==> src/rtl/bcd_pkg.sv <==
// Shared types and helpers for the sequential binary-to-BCD converter.
package bcd_pkg;

    localparam int BCD_NIBBLE_W = 4;

    typedef enum logic [1:0] {
        IDLE    = 2'd0,
        CONVERT = 2'd1,
        DONE    = 2'd2
    } bcd_state_t;

    // Double-dabble digit correction: a digit of 5 or more would exceed 9
    // after the following doubling, so pre-add 3 (4-bit wrap, no carry out).
    function automatic logic [BCD_NIBBLE_W-1:0] add3_nibble(input logic [BCD_NIBBLE_W-1:0] nib);
        return (nib >= 4'd5) ? (nib + 4'd3) : nib;
    endfunction

endpackage

==> src/rtl/bcd_dabble_step.sv <==
// One combinational double-dabble step: correct every BCD digit, then shift left by one.
module bcd_dabble_step
    import bcd_pkg::*;
#(
    parameter int BIN_W  = 8,
    parameter int DIGITS = 3
) (
    input  logic [BCD_NIBBLE_W*DIGITS+BIN_W-1:0] sr_in,
    output logic [BCD_NIBBLE_W*DIGITS+BIN_W-1:0] sr_out
);

    localparam int SR_W = BCD_NIBBLE_W*DIGITS + BIN_W;

    logic [SR_W-1:0] adj;

    // Binary part passes through untouched; only the BCD digits are corrected.
    assign adj[BIN_W-1:0] = sr_in[BIN_W-1:0];

    genvar k;
    generate
        for (k = 0; k < DIGITS; k++) begin : g_digit
            assign adj[BIN_W+BCD_NIBBLE_W*k +: BCD_NIBBLE_W] =
                add3_nibble(sr_in[BIN_W+BCD_NIBBLE_W*k +: BCD_NIBBLE_W]);
        end
    endgenerate

    // The MSB of the corrected word is dropped by the shift; digit sizing guarantees it is zero.
    assign sr_out = adj << 1;

endmodule

==> src/rtl/bcd_seq_converter.sv <==
// Multi-cycle binary-to-BCD converter: one double-dabble step per clock,
// valid/ready handshakes on both sides, back-to-back accept when a result retires.
module bcd_seq_converter #(
    parameter int BIN_W  = 8,
    parameter int DIGITS = 3
) (
    input  logic                  clk,
    input  logic                  rst,
    input  logic                  in_valid,
    output logic                  in_ready,
    input  logic [BIN_W-1:0]      in_bin,
    output logic                  out_valid,
    input  logic                  out_ready,
    output logic [4*DIGITS-1:0]   out_bcd,
    output logic                  busy
);
    import bcd_pkg::*;

    localparam int BCD_W = BCD_NIBBLE_W * DIGITS;
    localparam int SR_W  = BCD_W + BIN_W;
    localparam int CNT_W = $clog2(BIN_W + 1);
    localparam logic [CNT_W-1:0] LAST_STEP = CNT_W'(BIN_W - 1);

    // Reject configurations whose digit count cannot hold 2^BIN_W-1 (log10(2) ~ 0.30103).
    generate
        if (BIN_W < 1) begin : g_binw_chk
            $error("bcd_seq_converter: BIN_W must be at least 1");
        end
        if (DIGITS < (BIN_W*30103 + 99999) / 100000) begin : g_digits_chk
            $error("bcd_seq_converter: DIGITS too small for BIN_W");
        end
    endgenerate

    bcd_state_t             state_q, state_d;
    logic [SR_W-1:0]        sr_q, sr_d, sr_step;
    logic [CNT_W-1:0]       cnt_q, cnt_d;
    logic [BCD_W-1:0]       out_bcd_q, out_bcd_d;
    logic                   out_valid_q, out_valid_d;
    logic                   busy_q, busy_d;

    bcd_dabble_step #(
        .BIN_W  (BIN_W),
        .DIGITS (DIGITS)
    ) u_step (
        .sr_in  (sr_q),
        .sr_out (sr_step)
    );

    // Ready is a pure function of state and out_ready, never of in_valid.
    assign in_ready  = !rst && ((state_q == IDLE) || ((state_q == DONE) && out_ready));
    assign out_valid = out_valid_q;
    assign out_bcd   = out_bcd_q;
    assign busy      = busy_q;

    // Next-state, datapath and registered-output computation.
    always_comb begin
        state_d     = state_q;
        sr_d        = sr_q;
        cnt_d       = cnt_q;
        out_bcd_d   = out_bcd_q;
        out_valid_d = out_valid_q;
        busy_d      = busy_q;
        case (state_q)
            IDLE: begin
                if (in_valid && in_ready) begin
                    sr_d    = {{BCD_W{1'b0}}, in_bin};
                    cnt_d   = '0;
                    busy_d  = 1'b1;
                    state_d = CONVERT;
                end
            end
            CONVERT: begin
                sr_d  = sr_step;
                cnt_d = cnt_q + CNT_W'(1);
                if (cnt_q == LAST_STEP) begin
                    out_bcd_d   = sr_step[SR_W-1 -: BCD_W];
                    out_valid_d = 1'b1;
                    busy_d      = 1'b0;
                    state_d     = DONE;
                end
            end
            DONE: begin
                if (out_ready) begin
                    out_valid_d = 1'b0;
                    if (in_valid) begin
                        sr_d    = {{BCD_W{1'b0}}, in_bin};
                        cnt_d   = '0;
                        busy_d  = 1'b1;
                        state_d = CONVERT;
                    end else begin
                        state_d = IDLE;
                    end
                end
            end
            default: begin
                state_d = IDLE;
            end
        endcase
    end

    // All FSM state and outputs; reset aborts any conversion in flight.
    always_ff @(posedge clk or posedge rst) begin
        if (rst) begin
            state_q     <= IDLE;
            sr_q        <= '0;
            cnt_q       <= '0;
            out_bcd_q   <= '0;
            out_valid_q <= 1'b0;
            busy_q      <= 1'b0;
        end else begin
            state_q     <= state_d;
            sr_q        <= sr_d;
            cnt_q       <= cnt_d;
            out_bcd_q   <= out_bcd_d;
            out_valid_q <= out_valid_d;
            busy_q      <= busy_d;
        end
    end

endmodule

==> config.mk <==
export PLATFORM = sky130hd
export DESIGN_NAME = bcd_seq_converter
export DESIGN_NICKNAME = d
export VERILOG_FILES = /design/src/rtl/bcd_pkg.sv /design/src/rtl/bcd_dabble_step.sv /design/src/rtl/bcd_seq_converter.sv
export SDC_FILE = /design/constraint.sdc
export NUM_CORES = 1
export LEC_CHECK = 0
export ABC_AREA = 1
export BUFFER_PORTS_ARGS = -buffer_cell sky130_fd_sc_hd__buf_2
export CORE_UTILIZATION = 25
export DETAILED_ROUTE_END_ITERATION = 16
export PLACE_DENSITY_LB_ADDON = 0.1
export SYNTH_ARGS = -nofsm -noshare
export SYNTH_HDL_FRONTEND = slang
export SYNTH_SLANG_ARGS = --single-unit
==> constraint.sdc <==
create_clock -name clk -period 3.3 [get_ports clk]
set_clock_uncertainty 0.1 [all_clocks]
set_input_delay 0 -clock clk [delete_from_list [all_inputs] [get_ports clk]]
set_output_delay 0 -clock clk [all_outputs]
set_load 0.01 [all_outputs]
==> reports/qor.csv <==
metric,value,unit
status,finished clean,
Seq cells post-synth,40,
class of the worst hold path,input pin to register,
Tmin final,1.845,ns
Reg-to-Reg Start,state_q[1],
multiplexer area fraction after synthesis,0,%
setup bufs post-CTS,0,
worst-path cell chain,inv_2 > nand2_4 > nor2_2 > inv_2 > nand2_1 > o21ai_0,
slowest CP cell,nor2_2,
Fin. Hold Viols,0,
Synthesis Warnings,0,
Synth Area in XOR/XNOR,0,%
Storage cell area,1001,µm²
I/O Buffers,26,
endpoints failing setup,0,
ys async rst share,100.0,%
cts hold-fix bufs,10,
worst relative slew slack,52.34,%
syn_area_per_cell,8.274,µm²
post-synth top area share,47.82,%
GP Congestion,0.7497,
root buf cell,clkbuf_8,
Critical Path RT,3.37,ns
"Largest stage delay, worst path",0.48,ns
H-tree Lvls,2,
Leakage,1.308,nW
fillers,905,
Mapped Nets,272,
Multi-input gate area,925.9,µm²
Peak VDD IR,0.2872,mV
largest net degree at the start of global routing,41,
Post-Synth Simple-Gate Area,30.48,%
Commonest cells post-synth,"nand2_1 (95), dfrtp_1 (40), nand3_1 (27)",
Nets,309,
dominant synthesized flop cell,dfrtp_1,
Die Span X,93.51,µm
largest buffer count on any clock path,2,
DRC violation count after routing,0,
TNS Setup,0,ns
count of different cell masters after synthesis,23,
Tcrit/Tclk final,55.90,%
Worst Tran Pin Value,0.7132,ns
DRT antenna net count,0,
later-pin clock latency in the skew report,0.29,ns
core area,8175,µm²
Synth Area in Compound Gates,9.564,%
Post-Syn Area,2093,µm²
routed wire length,4.646,mm
share of cells above drive strength 1,21.31,%
HPWL after DPL,3.108,mm
Worst Setup Path Type,register to register,
"count leader, synth",nand2_1,
CP Max Fanout,18,
RSZ-0062 raised after global routing,false,
worst setup path startpoint,state_q[1],
max cap viols,0,
GRT overflow,0,
Crit path top cell by count,inv_2,
post-synthesis adder-cell area fraction,4.184,%
critical path startpoint category,register,
"area leader, netlist",dfrtp_1,
critical path arrival,1.92,ns
Num CTS Buffers,5,
FP Rows,33,
chip height,93.51,µm
global-route wire length before repair,7.990,mm
P&R area growth vs syn,19.67,%
HP Start,in_valid,
Initial Utilization,25.60,%
Critical Path End Type,register,
main combinational cell family by area after synthesis,simple AND/OR/NAND/NOR gates,
clk slew on worst S/H paths,0.08,ns
vias in the first global route,1569,
initial antenna violation count,0,
WL/cell,11.73,µm
drt initial violations,91,
Synth Instances,253,
hold_ws,0.09854,ns
maximum clock rate,0.5421,GHz
top post-synthesis cells by area,"dfrtp_1 (48%), nand2_1 (17%), nand3_1 (6.5%)",
die footprint,8743,µm²
count of final max-slew check failures,0,
post-synthesis sequential area ratio,47.82,%
CTS resizes,0,
number of synthesized flops with an enable pin,0,
Inserted Diodes,0,
vias,1712,
CTS tree,done,
Initial DRT Pass Iterations,4,
# IOs,27,
post-DR vias/cell,4.323,
Cell Pwr Density,960.4,nW/µm²
CTS Sinks,40,
overall routing resource usage,12.12,%
[registers in the layout, indices dropped and copies added (netlist names)]
name,count
busy,1
sr_q,20
out_bcd,12
cnt_q,4
out_valid,1
state_q,2
[metrics by stage]
step	total power [mW]	instances	cell area [µm²]	setup slack, ns	util, %
6_report	2.406	396	2505	1.455	30.64
5_1_grt	2.663	396	2505	1.207	30.64
4_1_cts	2.457	396	2505	1.391	30.64
3_5_place_dp	2.027	378	2297	1.402	28.10
3_3_place_gp	2.034	378	2297	1.457	28.10
2_1_floorplan	1.765	253	2093	1.581	-
[cells in the final DEF, fill, tap and decap left out, types with 2 or more instances in the layout]
master,n
o21ai_2,12
buf_2,26
nand3_1,27
nand2_1,95
inv_1,23
nor2_2,2
clkbuf_8,5
nand4_1,4
a21oi_1,6
nor2_4,2
dfrtp_1,40
nand2_2,3
dlygate4sd3_1,10
inv_2,4
nor2_1,2
ha_1,7
o21ai_0,12
nand3_2,2
[report_power, final]
| group | leakage, nW | internal [mW] | switching, mW |
|---|---|---|---|
| sequential | 0.504 | 0.713 | 0.149 |
| clock | 0.0552 | 0.225 | 0.179 |
| combinational | 0.749 | 0.402 | 0.737 |
| total | 1.31 | 1.34 | 1.07 |
[cell families after synthesis]
kind of cell / count (synthesis)
simple gates: 141
flops: 40
buf+inv: 34
compound gates: 31
fa+ha+maj: 7
[worst paths after layout]
check | cells after the start | slack (ns) | end
max reg2reg | 6 | 1.46 | out_bcd[0]
max | 6 | 1.46 | out_bcd[0]
max in group asynchronous | 4 | 2.43 | sr_q[17]
min reg2reg | 2 | 0.38 | busy
min | 6 | 0.1 | busy
min in group asynchronous | 4 | 0.31 | sr_q[2]
[worst max-delay path: cells and delay by family (launching register included)]
kind            cells  cell delay [ns]
simple gates        3             0.71
flops               1             0.47
buf+inv             2             0.36
compound gates      1             0.08
[layer usage]
metal	up-vias	track usage [%]	part of all wire (%)
met3	5	2.439	2.3
met2	22	18.93	46
met4	0	3.846	1.4
li1	882	-	-
met1	803	16.75	51
met5	-	0	0
[final cells by class]
class	count	share of cell area, %
clock buffer	6	2.897
timing repair buffer	37	9.491
tap	105	5.245
multi-input combinational	179	36.96
sequential	40	39.96
clock inverter	2	1.399
inverter	27	4.046
No activity file was read; power rests on OpenSTA's default activity.
